**config.mk**
```make
export PLATFORM = sky130hd
export DESIGN_NAME = mem_access_unit
export DESIGN_NICKNAME = d
export VERILOG_FILES = /design/src/rtl/mem_access_unit.sv
export SDC_FILE = /design/constraint.sdc
export NUM_CORES = 1
export LEC_CHECK = 0
export ABC_AREA = 1
export BUFFER_PORTS_ARGS = -buffer_cell sky130_fd_sc_hd__buf_2
export CORE_MARGIN = 3
export CORE_UTILIZATION = 58
export CTS_BUF_LIST = sky130_fd_sc_hd__clkbuf_8
export CTS_CLUSTER_SIZE = 16
export DETAILED_ROUTE_END_ITERATION = 16
export GPL_ROUTABILITY_DRIVEN = 1
export PLACE_DENSITY_LB_ADDON = 0.1
export REMOVE_ABC_BUFFERS = 1
export SLEW_MARGIN = 0
export SYNTH_ARGS = -nofsm -noshare
export SYNTH_HDL_FRONTEND = slang
export SYNTH_SLANG_ARGS = --single-unit
```
**constraint.sdc**
```tcl
create_clock -name clk -period 3.8 [get_ports clk]
set_clock_uncertainty 0.15 [all_clocks]
set_input_delay 0.76 -clock clk [delete_from_list [all_inputs] [get_ports clk]]
set_output_delay 0.76 -clock clk [all_outputs]
set_load 0.01 [all_outputs]
```
**src/rtl/mem_access_unit.sv**
```systemverilog
`default_nettype none
// ============================================================================
// Module   : mem_access_unit
// Purpose  : Multi-cycle MEM stage for the OpenMIPS pipeline. Drives a
//            req/ack data bus with arbitrary wait states, stalls the pipeline
//            while an access is outstanding, steers byte lanes for either
//            endianness and flags misaligned addresses and bus timeouts.
// Optional : MEM_LLSC_EN - when defined, LL/SC use an address-checked link
//            bit. When undefined, LL acts as LW and SC as SW returning 1.
// Ports    : clk, rst (async, active-low)
//            req_valid_i, aluop_i, mem_addr_i, reg2_i, wd_i, wreg_i, wdata_i
//                                        - EX/MEM side
//            flush_i, llbit_clr_i        - pipeline control
//            wd_o, wreg_o, wdata_o, done_o
//                                        - MEM/WB side
//            stallreq_o                  - stall request to ctrl
//            excp_adel_o, excp_ades_o, bus_err_o, bad_addr_o
//                                        - exception reporting
//            bus_req_o, bus_we_o, bus_addr_o, bus_sel_o, bus_wdata_o,
//            bus_ack_i, bus_rdata_i      - data bus
// Revision : 1.0 - initial release
// ============================================================================
module mem_access_unit #(
    parameter int ADDR_W     = 32,
    parameter bit BIG_ENDIAN = 1'b1,
    parameter int TIMEOUT    = 255
) (
    input  logic              clk,
    input  logic              rst,
    input  logic              req_valid_i,
    input  logic [7:0]        aluop_i,
    input  logic [ADDR_W-1:0] mem_addr_i,
    input  logic [31:0]       reg2_i,
    input  logic [4:0]        wd_i,
    input  logic              wreg_i,
    input  logic [31:0]       wdata_i,
    input  logic              flush_i,
    input  logic              llbit_clr_i,
    output logic [4:0]        wd_o,
    output logic              wreg_o,
    output logic [31:0]       wdata_o,
    output logic              done_o,
    output logic              stallreq_o,
    output logic              excp_adel_o,
    output logic              excp_ades_o,
    output logic              bus_err_o,
    output logic [ADDR_W-1:0] bad_addr_o,
    output logic              bus_req_o,
    output logic              bus_we_o,
    output logic [ADDR_W-1:0] bus_addr_o,
    output logic [3:0]        bus_sel_o,
    output logic [31:0]       bus_wdata_o,
    input  logic              bus_ack_i,
    input  logic [31:0]       bus_rdata_i
);

    // OpenMIPS ALU operation codes for memory instructions
    localparam logic [7:0] c_EXE_LB_OP  = 8'b1110_0000;
    localparam logic [7:0] c_EXE_LBU_OP = 8'b1110_0100;
    localparam logic [7:0] c_EXE_LH_OP  = 8'b1110_0001;
    localparam logic [7:0] c_EXE_LHU_OP = 8'b1110_0101;
    localparam logic [7:0] c_EXE_LW_OP  = 8'b1110_0011;
    localparam logic [7:0] c_EXE_LL_OP  = 8'b1111_0000;
    localparam logic [7:0] c_EXE_SB_OP  = 8'b1110_1000;
    localparam logic [7:0] c_EXE_SH_OP  = 8'b1110_1001;
    localparam logic [7:0] c_EXE_SW_OP  = 8'b1110_1011;
    localparam logic [7:0] c_EXE_SC_OP  = 8'b1111_1000;

    localparam logic [1:0] c_ST_IDLE = 2'd0;
    localparam logic [1:0] c_ST_REQ  = 2'd1;
    localparam logic [1:0] c_ST_DONE = 2'd2;

    localparam int                 c_CNT_W    = $clog2(TIMEOUT + 1);
    localparam logic [c_CNT_W-1:0] c_CNT_LAST = c_CNT_W'(TIMEOUT - 1);

    typedef struct packed {
        logic mem;
        logic load;
        logic byte_sz;
        logic half_sz;
        logic sext;
        logic ll;
        logic sc;
    } op_info_t;

    function automatic op_info_t decode_op(input logic [7:0] op);
        op_info_t d;
        d = '0;
        case (op)
            c_EXE_LB_OP:  begin d.mem = 1'b1; d.load = 1'b1; d.byte_sz = 1'b1; d.sext = 1'b1; end
            c_EXE_LBU_OP: begin d.mem = 1'b1; d.load = 1'b1; d.byte_sz = 1'b1; end
            c_EXE_LH_OP:  begin d.mem = 1'b1; d.load = 1'b1; d.half_sz = 1'b1; d.sext = 1'b1; end
            c_EXE_LHU_OP: begin d.mem = 1'b1; d.load = 1'b1; d.half_sz = 1'b1; end
            c_EXE_LW_OP:  begin d.mem = 1'b1; d.load = 1'b1; end
            c_EXE_LL_OP:  begin d.mem = 1'b1; d.load = 1'b1; d.ll = 1'b1; end
            c_EXE_SB_OP:  begin d.mem = 1'b1; d.byte_sz = 1'b1; end
            c_EXE_SH_OP:  begin d.mem = 1'b1; d.half_sz = 1'b1; end
            c_EXE_SW_OP:  begin d.mem = 1'b1; end
            c_EXE_SC_OP:  begin d.mem = 1'b1; d.sc = 1'b1; end
            default:      d = '0;
        endcase
        return d;
    endfunction

    logic [1:0]         state_q, state_d;
    logic [7:0]         op_q;
    logic [ADDR_W-1:0]  addr_q;
    logic [31:0]        sdata_q;
    logic [4:0]         wd_q;
    logic               wreg_q;
    logic [31:0]        result_q;
    logic               adel_q;
    logic               ades_q;
    logic               berr_q;
    logic [ADDR_W-1:0]  badaddr_q;
    logic [c_CNT_W-1:0] cnt_q;

    op_info_t    w_in;
    op_info_t    w_cur;
    logic        w_accept;
    logic        w_misaligned;
    logic        w_sc_fail;
    logic        w_timeout;
    logic        w_ack;
    logic [1:0]  w_lane;
    logic        w_hi_half;
    logic [7:0]  w_rbyte;
    logic [15:0] w_rhalf;
    logic [31:0] w_load_data;
    logic [3:0]  w_sel;
    logic [31:0] w_wdata;

    assign w_in  = decode_op(aluop_i);
    assign w_cur = decode_op(op_q);

    // A flushed instruction is never accepted.
    assign w_accept = (state_q == c_ST_IDLE) && req_valid_i && w_in.mem && !flush_i;

    assign w_misaligned = (w_in.half_sz && mem_addr_i[0]) ||
                          (!w_in.byte_sz && !w_in.half_sz && (mem_addr_i[1:0] != 2'b00));

    assign w_timeout = (cnt_q == c_CNT_LAST);
    assign w_ack     = (state_q == c_ST_REQ) && bus_ack_i && !flush_i;

    // Physical byte lane for the latched address. Big-endian places offset 0
    // in the most significant lane; little-endian mirrors that.
    assign w_lane    = BIG_ENDIAN ? (2'd3 - addr_q[1:0]) : addr_q[1:0];
    assign w_hi_half = BIG_ENDIAN ? ~addr_q[1] : addr_q[1];

    assign w_rbyte = bus_rdata_i[{w_lane, 3'b000} +: 8];
    assign w_rhalf = w_hi_half ? bus_rdata_i[31:16] : bus_rdata_i[15:0];

    always_comb begin
        w_load_data = bus_rdata_i;
        if (w_cur.byte_sz) begin
            w_load_data = {{24{w_cur.sext & w_rbyte[7]}}, w_rbyte};
        end else if (w_cur.half_sz) begin
            w_load_data = {{16{w_cur.sext & w_rhalf[15]}}, w_rhalf};
        end
    end

    always_comb begin
        w_sel   = 4'b1111;
        w_wdata = sdata_q;
        if (w_cur.byte_sz) begin
            w_sel   = 4'b0001 << w_lane;
            w_wdata = {4{sdata_q[7:0]}};
        end else if (w_cur.half_sz) begin
            w_sel   = w_hi_half ? 4'b1100 : 4'b0011;
            w_wdata = {2{sdata_q[15:0]}};
        end
    end

`ifdef MEM_LLSC_EN
    logic              llbit_q, llbit_d;
    logic [ADDR_W-3:0] lladdr_q, lladdr_d;

    // SC proceeds to the bus only while the link for its word is intact.
    assign w_sc_fail = w_in.sc && !(llbit_q && (lladdr_q == mem_addr_i[ADDR_W-1:2]));

    always_comb begin
        llbit_d  = llbit_q;
        lladdr_d = lladdr_q;
        if (w_ack) begin
            if (w_cur.ll) begin
                llbit_d  = 1'b1;
                lladdr_d = addr_q[ADDR_W-1:2];
            end else if (w_cur.sc) begin
                llbit_d = 1'b0;
            end else if (!w_cur.load && (addr_q[ADDR_W-1:2] == lladdr_q)) begin
                // an ordinary store to the linked word breaks the link
                llbit_d = 1'b0;
            end
        end
        if (llbit_clr_i || flush_i) begin
            llbit_d = 1'b0;
        end
    end

    always_ff @(posedge clk or negedge rst) begin
        if (!rst) begin
            llbit_q  <= 1'b0;
            lladdr_q <= '0;
        end else begin
            llbit_q  <= llbit_d;
            lladdr_q <= lladdr_d;
        end
    end
`else
    logic w_unused_llclr;

    assign w_sc_fail      = 1'b0;
    assign w_unused_llclr = llbit_clr_i;
`endif

    // ------------------------------------------------------------------
    // FSM: state register
    // ------------------------------------------------------------------
    always_ff @(posedge clk or negedge rst) begin
        if (!rst) begin
            state_q <= c_ST_IDLE;
        end else begin
            state_q <= state_d;
        end
    end

    // ------------------------------------------------------------------
    // FSM: next state
    // ------------------------------------------------------------------
    always_comb begin
        state_d = state_q;
        case (state_q)
            c_ST_IDLE: begin
                if (w_accept) begin
                    state_d = (w_misaligned || w_sc_fail) ? c_ST_DONE : c_ST_REQ;
                end
            end
            c_ST_REQ: begin
                // an ack in the last allowed cycle wins over the timeout
                if (bus_ack_i || w_timeout) begin
                    state_d = c_ST_DONE;
                end
            end
            c_ST_DONE: state_d = c_ST_IDLE;
            default:   state_d = c_ST_IDLE;
        endcase
        if (flush_i) begin
            state_d = c_ST_IDLE;
        end
    end

    // ------------------------------------------------------------------
    // FSM: outputs
    // ------------------------------------------------------------------
    always_comb begin
        wd_o        = '0;
        wreg_o      = 1'b0;
        wdata_o     = '0;
        done_o      = 1'b0;
        stallreq_o  = 1'b0;
        excp_adel_o = 1'b0;
        excp_ades_o = 1'b0;
        bus_err_o   = 1'b0;
        bad_addr_o  = '0;
        bus_req_o   = 1'b0;
        bus_we_o    = 1'b0;
        bus_addr_o  = '0;
        bus_sel_o   = '0;
        bus_wdata_o = '0;
        case (state_q)
            c_ST_IDLE: begin
                if (req_valid_i && w_in.mem) begin
                    stallreq_o = !flush_i;
                end else begin
                    // non-memory instructions flow straight through
                    wd_o    = wd_i;
                    wreg_o  = wreg_i;
                    wdata_o = wdata_i;
                    done_o  = req_valid_i && !flush_i;
                end
            end
            c_ST_REQ: begin
                stallreq_o  = !flush_i;
                bus_req_o   = !flush_i;
                bus_we_o    = !w_cur.load;
                bus_addr_o  = {addr_q[ADDR_W-1:2], 2'b00};
                bus_sel_o   = w_sel;
                bus_wdata_o = w_wdata;
            end
            c_ST_DONE: begin
                if (!flush_i) begin
                    done_o      = 1'b1;
                    wd_o        = wd_q;
                    wreg_o      = wreg_q;
                    wdata_o     = result_q;
                    excp_adel_o = adel_q;
                    excp_ades_o = ades_q;
                    bus_err_o   = berr_q;
                    bad_addr_o  = badaddr_q;
                end
            end
            default: ;
        endcase
    end

    // ------------------------------------------------------------------
    // Datapath registers
    // ------------------------------------------------------------------
    always_ff @(posedge clk or negedge rst) begin
        if (!rst) begin
            op_q      <= '0;
            addr_q    <= '0;
            sdata_q   <= '0;
            wd_q      <= '0;
            wreg_q    <= 1'b0;
            result_q  <= '0;
            adel_q    <= 1'b0;
            ades_q    <= 1'b0;
            berr_q    <= 1'b0;
            badaddr_q <= '0;
            cnt_q     <= '0;
        end else if (w_accept) begin
            op_q      <= aluop_i;
            addr_q    <= mem_addr_i;
            sdata_q   <= reg2_i;
            wd_q      <= wd_i;
            wreg_q    <= wreg_i && !w_misaligned;
            // stores report the ALU result; a failed SC reports 0
            result_q  <= w_sc_fail ? 32'd0 : wdata_i;
            adel_q    <= w_misaligned && w_in.load;
            ades_q    <= w_misaligned && !w_in.load;
            berr_q    <= 1'b0;
            badaddr_q <= w_misaligned ? mem_addr_i : '0;
            cnt_q     <= '0;
        end else if ((state_q == c_ST_REQ) && !flush_i) begin
            if (bus_ack_i) begin
                if (w_cur.load) begin
                    result_q <= w_load_data;
                end else if (w_cur.sc) begin
                    result_q <= 32'd1;
                end
            end else if (w_timeout) begin
                berr_q    <= 1'b1;
                wreg_q    <= 1'b0;
                badaddr_q <= addr_q;
            end else begin
                cnt_q <= cnt_q + 1'b1;
            end
        end
    end

endmodule
`default_nettype wire

```
==> impl_metrics.json, run 1 <==
{
  "finalSetupViolCount": 0,
  "cts_resized": 0,
  "wirelength_mm": 29.13,
  "grt_pass1_wl_mm": 46.76,
  "yosys_warnings": 0,
  "cts.sinks": 155,
  "ys_seq_area_frac": 0.3977,
  "synth_area_mm2": 0.009753,
  "max_stage_delay_ns": 0.56,
  "nNetsFinal": 1844,
  "via_per_inst": 5.389,
  "die_area_mm2": 0.01841,
  "drt-wirelength-per-cell_um": 15.15,
  "slowest_stage": "clkinvlp_4",
  "dp_hpwl_mm": 19.79,
  "fp.coreArea_mm2": 0.01617,
  "synth_area_per_cell_um2": 6.694,
  "max-slew-margin-rel": 0.4609,
  "cp_common_cell": "nand2_1",
  "synth_edf_count": 0,
  "p_per_area_mw_per_mm2": 413.0,
  "layout-area-overhead-vs-synth_pct": 19.97,
  "crit_family": "buffers and inverters",
  "clk_latency_ns": 0.46,
  "grtUsageTotal": 0.3136,
  "place_area_mm2": 0.01121,
  "final_cell_mix": "390 x nand2_1, 288 x buf_2, 222 x inv_1",
  "cts_tree": "done",
  "final_common_cell": "nand2_1",
  "die_h_um": 135.7,
  "drc": 0,
  "drv_slew": 0,
  "syn_inst": 1457,
  "grt_pass1_vias": 9562,
  "io_buffer_count": 289,
  "ys_types": 39,
  "critPathKind": "flip-flop to output port",
  "ys_ff_latch": 155,
  "worstMarginPinSlew_ns": 0.8033,
  "peakVddDrop_mv": 0.2604,
  "power.leakage_uw": 0.006746,
  "htreeDepth": 4,
  "fin_cells": 1923,
  "drt_first_iter_violations": 740,
  "cap_viol_max_count": 0,
  "start_util": 0.6030,
  "grt_max_degree": 82,
  "antenna_found_initial": 2,
  "min_path_type": "primary input to asynchronous set/reset pin",
  "postCtsHoldBufs": 0,
  "hold_viol": 0,
  "fin_crit_ns": 3.657,
  "cp_data_arrival_time_ns": 2.75,
  "worst_setup_path_start_kind": "flip-flop",
  "crit_required_ns": 2.89,
  "vias": 10363,
  "grt_overflow": 0,
  "layout-drive-gt1-share": 0.2210,
  "path_clk_slew_ns": 0.10,
  "status": "finished, final reports clean",
  "synthArstFlopShare": 1.000,
  "pin_count": 293,
  "dpl.cell_count": 1891,
  "power_uw": 4833,
  "fin_crit_sh": 0.9625,
  "row_count": 46,
  "fmax_mhz": 273.4,
  "finalInstanceArea_mm2": 0.01170,
  "antenna_left": 0,
  "crit_chain": "nand2_1 > nand2_1 > inv_1 > nand2_1 > clkinvlp_4 > a211oi_1 > buf_2",
  "cp_num_buf_inv": 3,
  "post_cts_buffers": 0,
  "cts_buffers": 17,
  "crit_path_max_fanout": 25,
  "die_w_um": 135.7,
  "endpoint_kind": "output port",
  "synth_ff_type": "dfrtp_1",
  "place.gp.congestion": 0.9466,
  "dr.pass1.iters": 5,
  "clockRootBuffer": "clkbuf_8",
  "cts_buffer_depth": 2,
  "rsz0062_at_grt": "no"
}
## layout make-up
| cell class | count | area, µm² |
|---|---|---|
| diodes | 1 | 2.502 |
| clock buffers | 18 | 247.7 |
| clock inverters | 13 | 236.5 |
| fillers | 1415 | 4472 |
| inverters | 232 | 879.6 |
| multi-input cells | 977 | 4531 |
| flip-flops and latches | 155 | 3879 |
| well taps | 216 | 270.3 |
| repair buffers | 311 | 1655 |
## worst reg2reg max path: cells and delay by family (launching register included)
family / cells / cell delay (ns)
buf+inv: 3 / 0.84
simple gates: 7 / 1.19
flops: 1 / 0.45
## state kept, by name (all words and copies together), names as in the netlist
register and count:
addr_q 32, adel_q 1, ades_q 1, badaddr_q 32, berr_q 1, cnt_q 8
op_q 8, result_q 32, sdata_q 32, state_q 2, wd_q 5, wreg_q 1
## power breakdown
part	total [µW]	internal, µW	switching, µW
clock network	1540	871	665
logic	1130	430	697
registers	2170	1990	175
total	4830	3300	1540
## cells in the mapped netlist (all sizes together), types with 2 or more instances
cell type,n,area (µm²)
o31ai,5,42.54
a21oi,18,90.09
inv,232,870.8
or2,4,25.02
buf,67,389.1
o211ai,4,30.03
o21a,7,52.55
nand2,396,1499
xor2,2,17.52
o21ai,165,825.8
a211oi,8,60.06
nor2,139,564.3
o22ai,5,31.28
nand3,137,698.2
dfrtp,155,3879
clkbuf,27,102.6
nor3,11,55.05
nor3b,3,27.52
nand4,54,352.8
ha,2,25.02
a22oi,11,82.58
## stage by stage
step | hold slack [ns] | setup TNS, ns | worst slack (ns) | util
global placement | 0.3066 | 0 | 0.6076 | 0.6930
detailed placement | 0.3104 | 0 | 0.5832 | 0.6930
floorplan | 0.2936 | -96.01 | -0.9277 | -
finish | 0.1843 | 0 | 0.1425 | 0.7235
CTS | 0.2084 | 0 | 0.2555 | 0.7230
global route | 0.2316 | 0 | 0.01949 | 0.7235
## layer usage
layer	vias up	track usage	wire length, µm
met5	-	0	13
met4	2	0.1254	963
met3	79	0.05944	2439
met2	492	0.4978	13580
met1	4725	0.4264	12140
li1	5065	-	-
## cell families after synthesis
logic type	count (synthesis)	synth area share
xor+xnor	3	0.002695
buf+inv	326	0.1397
compound gates	224	0.1252
simple gates	746	0.3318
other cells	1	0.0003845
flops	155	0.3977
fa+ha+maj	2	0.002565
## path summary, 6_finish.rpt
check	end	from	slack [ns]	cells after the start
worst max-delay path	bus_wdata_o[30]	op_q[3]$_DFFE_PN0N_	0.14	7
worst min-delay path	result_q[29]$_DFFE_PN0P_	rst	0.18	1
worst max register to register	result_q[27]$_DFFE_PN0P_	state_q[1]$_DFFE_PN0P_	1.11	10
worst min register to register	sdata_q[18]$_DFFE_PN0N_	sdata_q[18]$_DFFE_PN0N_	0.33	2
max in group asynchronous	sdata_q[23]$_DFFE_PN0N_	rst	2.53	2
min in group clk	sdata_q[18]$_DFFE_PN0N_	sdata_q[18]$_DFFE_PN0N_	0.33	2
Power figures use the tool's default switching activity.
==> inputs of run 2 (changes only) <==
--- a/config.mk
+++ b/config.mk
@@ -13,6 +13,7 @@
 export CTS_CLUSTER_SIZE = 16
 export DETAILED_ROUTE_END_ITERATION = 16
 export GPL_ROUTABILITY_DRIVEN = 1
+export HOLD_SLACK_MARGIN = 0.06
 export PLACE_DENSITY_LB_ADDON = 0.1
 export REMOVE_ABC_BUFFERS = 1
 export SLEW_MARGIN = 0
==> constraint.sdc (replaced) <==
create_clock -name clk -period 3.8 [get_ports clk]
set_clock_uncertainty 0.15 [all_clocks]
set_input_delay 0.19 -clock clk [delete_from_list [all_inputs] [get_ports clk]]
set_output_delay 0.19 -clock clk [all_outputs]
set_load 0.01 [all_outputs]
==> impl_metrics.json, run 2 (synthesized netlist as in run 1, its figures left out) <==
{
  "via_per_inst": 5.462,
  "worstHoldEndpoint": "result_q[15]$_DFFE_PN0P_",
  "p_int_uw": 3283,
  "die_area_mm2": 0.01841,
  "htreeDepth": 4,
  "hold-path-cell-count": 7,
  "fin_ws_ns": 0.6296,
  "place_area_mm2": 0.01115,
  "grtUsageTotal": 0.3412,
  "die_w_um": 135.7,
  "r2r_start": "state_q[1]$_DFFE_PN0P_",
  "drv_slew": 0,
  "fin_crit_ns": 3.170,
  "final_common_cell": "nand2_1",
  "dp_slack_ns": 1.238,
  "dr.pass1.iters": 5,
  "antenna_found_initial": 1,
  "crit_path_max_fanout": 38,
  "path_clk_slew_ns": 0.08,
  "min_path_type": "primary input to flip-flop",
  "clk_latency_ns": 0.47,
  "comb_power_share": 0.266,
  "drt-wirelength-per-cell_um": 15.53,
  "finalInstanceArea_mm2": 0.01294,
  "p_per_area_mw_per_mm2": 376.9,
  "cp_common_cell": "nand2_1",
  "post-route-util": 0.8002,
  "share_seq_of_total_power": 0.445,
  "r2r_slack_ns": 0.68,
  "power_uw": 4878,
  "grt_overflow": 0,
  "status": "finished, final reports clean",
  "crit_chain": "dlygate4sd3_1 > buf_2 > inv_2 > nand2_1 > nor2_2 > nand2_1 > nand2_1 > nand2_1 > nand2_2 > buf_4 > nand2_1 > buf_4 > nand3_1 > o21ai_0 > buf_2",
  "slowest_stage": "dlygate4sd3_1",
  "clockRootBuffer": "clkbuf_8",
  "cp_data_arrival_time_ns": 2.83,
  "row_count": 46,
  "clkPwrFrac": 0.289,
  "fin_crit_sh": 0.8343,
  "cts.sinks": 155,
  "crit_family": "buffers and inverters",
  "rsz0062_at_grt": "no",
  "cts_tree": "done",
  "drc": 0,
  "die_h_um": 135.7,
  "vias": 11208,
  "cts_buffer_depth": 2,
  "fp.coreArea_mm2": 0.01617,
  "layout-drive-gt1-share": 0.2016,
  "grt_pass1_vias": 10381,
  "r2r_end": "result_q[3]$_DFFE_PN0P_",
  "power_switching_uw": 1595,
  "drt_first_iter_violations": 993,
  "cts_resized": 0,
  "final_cell_mix": "390 x nand2_1, 288 x buf_2, 223 x inv_1",
  "wirelength_mm": 31.87,
  "endpoint_kind": "output port",
  "pin_count": 293,
  "io_buffer_count": 289,
  "dp_hpwl_mm": 18.86,
  "grt_max_degree": 101,
  "max_stage_delay_ns": 0.54,
  "antenna_left": 0,
  "peakVddDrop_mv": 0.2350,
  "start_util": 0.6030,
  "cp_num_buf_inv": 6,
  "n_fill_cell": 1152,
  "crit_required_ns": 3.46,
  "hold_viol": 0,
  "worstMarginPinSlew_ns": 1.144,
  "cts_buffers": 17,
  "place.gp.congestion": 0.9437,
  "power.leakage_uw": 0.007291,
  "critPathKind": "primary input to output port",
  "cap_viol_max_count": 0,
  "max-slew-margin-rel": 0.2363,
  "holdCritStartpoint": "bus_rdata_i[15]",
  "grt_pass1_wl_mm": 50.73,
  "fmax_mhz": 315.4,
  "layout-area-overhead-vs-synth_pct": 32.70,
  "finalSetupViolCount": 0,
  "worstRegToRegCells": 8,
  "worst_setup_path_start_kind": "primary input",
  "nNetsFinal": 1973,
  "netSwitchingFraction": 0.3270
}
run 2: cell types whose count changed in the layout (fill, tap and decap cells not counted):
cell,before,now
buf_4,19,14
inv_2,7,8
inv_6,2,3
buf_12,3,2
inv_1,222,223
clkinvlp_4,1,3
clkinv_4,2,0
dlygate4sd3_1,0,135
bufinv_16,6,4
inv_4,2,1
run 2: cell type report:
type | count | area (µm²) | area share
tap | 216 | 270.3 | 0.02088
timing repair buffer | 440 | 2949 | 0.2279
sequential | 155 | 3879 | 0.2997
inverter | 232 | 873.3 | 0.06748
clock inverter | 13 | 190.2 | 0.01469
multi-input combinational | 977 | 4531 | 0.3501
antenna | 1 | 2.502 | 0.0001933
clock buffer | 18 | 247.7 | 0.01914
run 2: worst max-delay path by stage:
stage,from,end,slack (ns),cells past startpoint
6_report,aluop_i[4],wdata_o[31],0.63,15
5_1_grt,aluop_i[4],wdata_o[31],0.45,15
4_1_cts,aluop_i[4],wdata_o[22],0.69,15
3_5_place_dp,aluop_i[4],wdata_o[22],1.24,14
3_3_place_gp,aluop_i[4],wdata_o[22],1.26,14
2_1_floorplan,state_q[1]$_DFFE_PN0P_,result_q[16]$_DFFE_PN0P_,-0.93,9
run 2: worst reg2reg max path: cells and delay by family, from the launching register on:
family / cells / cell delay [ns]
simple gates: 6 / 1.74
flops: 1 / 0.45
buf+inv: 2 / 0.72
run 2: power groups by stage:
stage                     sequential, µW  clock (µW)  combinational [µW]
after floorplan                     2150           0                 764
after global placement              2180           0                1080
after detailed placement            2200           0                1100
after CTS                           2160        1430                1260
after global routing                2210        1500                1470
final                               2170        1410                1300
run 2: per-layer routing:
| layer | global-route usage | routed length (µm) |
|---|---|---|
| met3 | 0.07132 | 2765 |
| met4 | 0.1237 | 1153 |
| met1 | 0.4531 | 12800 |
| met5 | 0 | 0 |
| met2 | 0.5550 | 15140 |
run 2: stage by stage:
stage | std cells | hold WS (ns) | setup TNS [ns]
floorplan | 1364 | -0.2556 | -95.91
global placement | 1885 | 0.2042 | 0
detailed placement | 1885 | 0.2112 | 0
CTS | 2051 | 0.06305 | 0
global route | 2052 | 0.09843 | 0
finish | 2052 | 0.09322 | 0
run 2: what timing repair did:
item                      in CTS  in global routing
hold buffers                 135                  0
hold endpoints to repair     241                  0
setup buffers                  0                  0
==> inputs of run 3 (changes only) <==
--- a/config.mk
+++ b/config.mk
@@ -8,7 +8,7 @@
 export ABC_AREA = 1
 export BUFFER_PORTS_ARGS = -buffer_cell sky130_fd_sc_hd__buf_2
 export CORE_MARGIN = 3
-export CORE_UTILIZATION = 58
+export CORE_UTILIZATION = 49
 export CTS_BUF_LIST = sky130_fd_sc_hd__clkbuf_8
 export CTS_CLUSTER_SIZE = 16
 export DETAILED_ROUTE_END_ITERATION = 16
==> constraint.sdc (replaced) <==
create_clock -name clk -period 2.9 [get_ports clk]
set_clock_uncertainty 0.15 [all_clocks]
set_input_delay 0.145 -clock clk [delete_from_list [all_inputs] [get_ports clk]]
set_output_delay 0.145 -clock clk [all_outputs]
set_load 0.01 [all_outputs]
==> impl_metrics.json, run 3 (synthesized netlist as in run 1, its figures left out) <==
{
  "worstMarginPinSlew_ns": 1.103,
  "endpoint_kind": "flip-flop",
  "setup_tns_ns": 0,
  "hold_viol": 0,
  "worst_setup_path_start_kind": "flip-flop",
  "fmax_mhz": 369.6,
  "start_util": 0.5095,
  "final_common_cell": "nand2_1",
  "status": "finished, final reports clean",
  "dr.pass1.iters": 6,
  "grt_pass1_wl_mm": 51.16,
  "power_switching_uw": 2101,
  "via_per_inst": 5.201,
  "rsz0062_at_grt": "no",
  "peakVddDrop_mv": 0.2833,
  "die_h_um": 147.1,
  "n_fill_cell": 1720,
  "path_clk_slew_ns": 0.10,
  "wirelength_mm": 31.86,
  "clockRootBuffer": "clkbuf_8",
  "grtUsageTotal": 0.2859,
  "cp_data_arrival_time_ns": 2.94,
  "fp.coreArea_mm2": 0.01914,
  "grt_overflow": 0,
  "cts_tree": "done",
  "post_cts_buffers": 0,
  "drc": 0,
  "place.gp.congestion": 0.9082,
  "r2r_start": "op_q[7]$_DFFE_PN0N_",
  "htreeDepth": 4,
  "layout-drive-gt1-share": 0.2059,
  "dp_hpwl_mm": 20.02,
  "share_seq_of_total_power": 0.448,
  "grt_pass1_vias": 10289,
  "r2r_slack_ns": 0.19,
  "drv_slew": 0,
  "drt-wirelength-per-cell_um": 15.09,
  "row_count": 50,
  "grt_max_degree": 139,
  "clk_latency_ns": 0.45,
  "power_uw": 6342,
  "fin_crit_sh": 0.9329,
  "crit_path_max_fanout": 18,
  "io_buffer_count": 289,
  "post-route-util": 0.6896,
  "place_area_mm2": 0.01130,
  "whs_ns": 0.09315,
  "worstRegToRegCells": 12,
  "cts_buffer_depth": 2,
  "comb_power_share": 0.267,
  "finalSetupViolCount": 0,
  "finalInstanceArea_mm2": 0.01320,
  "die_area_mm2": 0.02163,
  "drt_first_iter_violations": 739,
  "netSwitchingFraction": 0.3312,
  "antenna_found_initial": 2,
  "final_cell_mix": "390 x nand2_1, 288 x buf_2, 224 x inv_1",
  "p_int_uw": 4241,
  "endpoint": "result_q[0]$_DFFE_PN0P_",
  "cap_viol_max_count": 0,
  "multiInputGateArea_mm2": 0.004538,
  "pin_count": 293,
  "fin_crit_ns": 2.706,
  "r2r_end": "result_q[0]$_DFFE_PN0P_",
  "crit_required_ns": 3.14,
  "min_path_type": "primary input to asynchronous set/reset pin",
  "ff_latch_area_mm2": 0.003880,
  "cts.sinks": 155,
  "die_w_um": 147.1,
  "power.leakage_uw": 0.007384,
  "vias": 10979,
  "critPathKind": "flip-flop to flip-flop",
  "layout-area-overhead-vs-synth_pct": 35.36,
  "max-slew-margin-rel": 0.2636,
  "clkPwrFrac": 0.285,
  "p_per_area_mw_per_mm2": 480.4,
  "cts_buffers": 17,
  "antenna_left": 0,
  "cp-startpoint": "op_q[7]$_DFFE_PN0N_",
  "nNetsFinal": 1987
}
[run 3: cell count changes in the layout (fill, tap and decap cells not counted), moves of 2 or more]
cell | previous run | this run
clkinv_2 | 2 | 0
buf_16 | 0 | 2
buf_4 | 14 | 18
dlygate4sd3_1 | 135 | 140
[run 3: final cells by class]
class | instances | area share
Clock buffer | 18 | 0.01877
Tap cell | 260 | 0.02464
Multi-Input combinational cell | 977 | 0.3438
Sequential cell | 155 | 0.2939
Antenna cell | 1 | 0.0001896
Inverter | 232 | 0.06710
Clock inverter | 14 | 0.01374
Timing Repair Buffer | 454 | 0.2379
[run 3: power by group through the flow]
stage	Clock [µW]	Combinational, µW	Sequential (µW)
after floorplan	0	1000	2820
after global placement	0	1430	2860
after detailed placement	0	1470	2880
after CTS	1850	1670	2840
after global routing	1950	1930	2900
final	1810	1690	2840
[run 3: per-stage QoR]
step	setup WS, ns	cells
finish	0.1945	2111
global route	0.0006570	2111
CTS	0.01944	2109
detailed placement	0.6104	1937
global placement	0.6464	1937
floorplan	-1.828	1364
[run 3: layer usage]
metal,part of all wire,track usage
met4,0.022,0.09972
met5,0.00041,0
met1,0.42,0.3797
met3,0.069,0.04349
met2,0.48,0.4788
[run 3: worst min-delay path by stage]
stage,startpoint,endpoint,cells after the start
final,rst,wd_q[1]$_DFFE_PN0N_,2
after CTS,aluop_i[7],ades_q$_DFFE_PN0N_,7
after global routing,req_valid_i,result_q[29]$_DFFE_PN0P_,4
after floorplan,rst,addr_q[0]$_DFFE_PN0N_,0
after global placement,rst,wd_q[1]$_DFFE_PN0N_,1
after detailed placement,rst,wd_q[1]$_DFFE_PN0N_,1
[run 3: timing repair]
| action | CTS | global route |
|---|---|---|
| setup endpoints to repair | 0 | 65 |
| endpoints found under the hold margin | 247 | 0 |
| hold buffers | 140 | 0 |
| resized for setup | 0 | 11 |
[run 3: critical path: stages (launching register included)]
cell and delay, ns:
dfrtp_1 0.39, nand3_1 0.14, nor2_2 0.17, nand2_1 0.08, nand2_2 0.12, nand4_4 0.32
buf_4 0.35, nand2_2 0.15, nand2_1 0.06, inv_1 0.05, nand2_1 0.04, dlygate4sd3_1 0.55
nand2_1 0.06
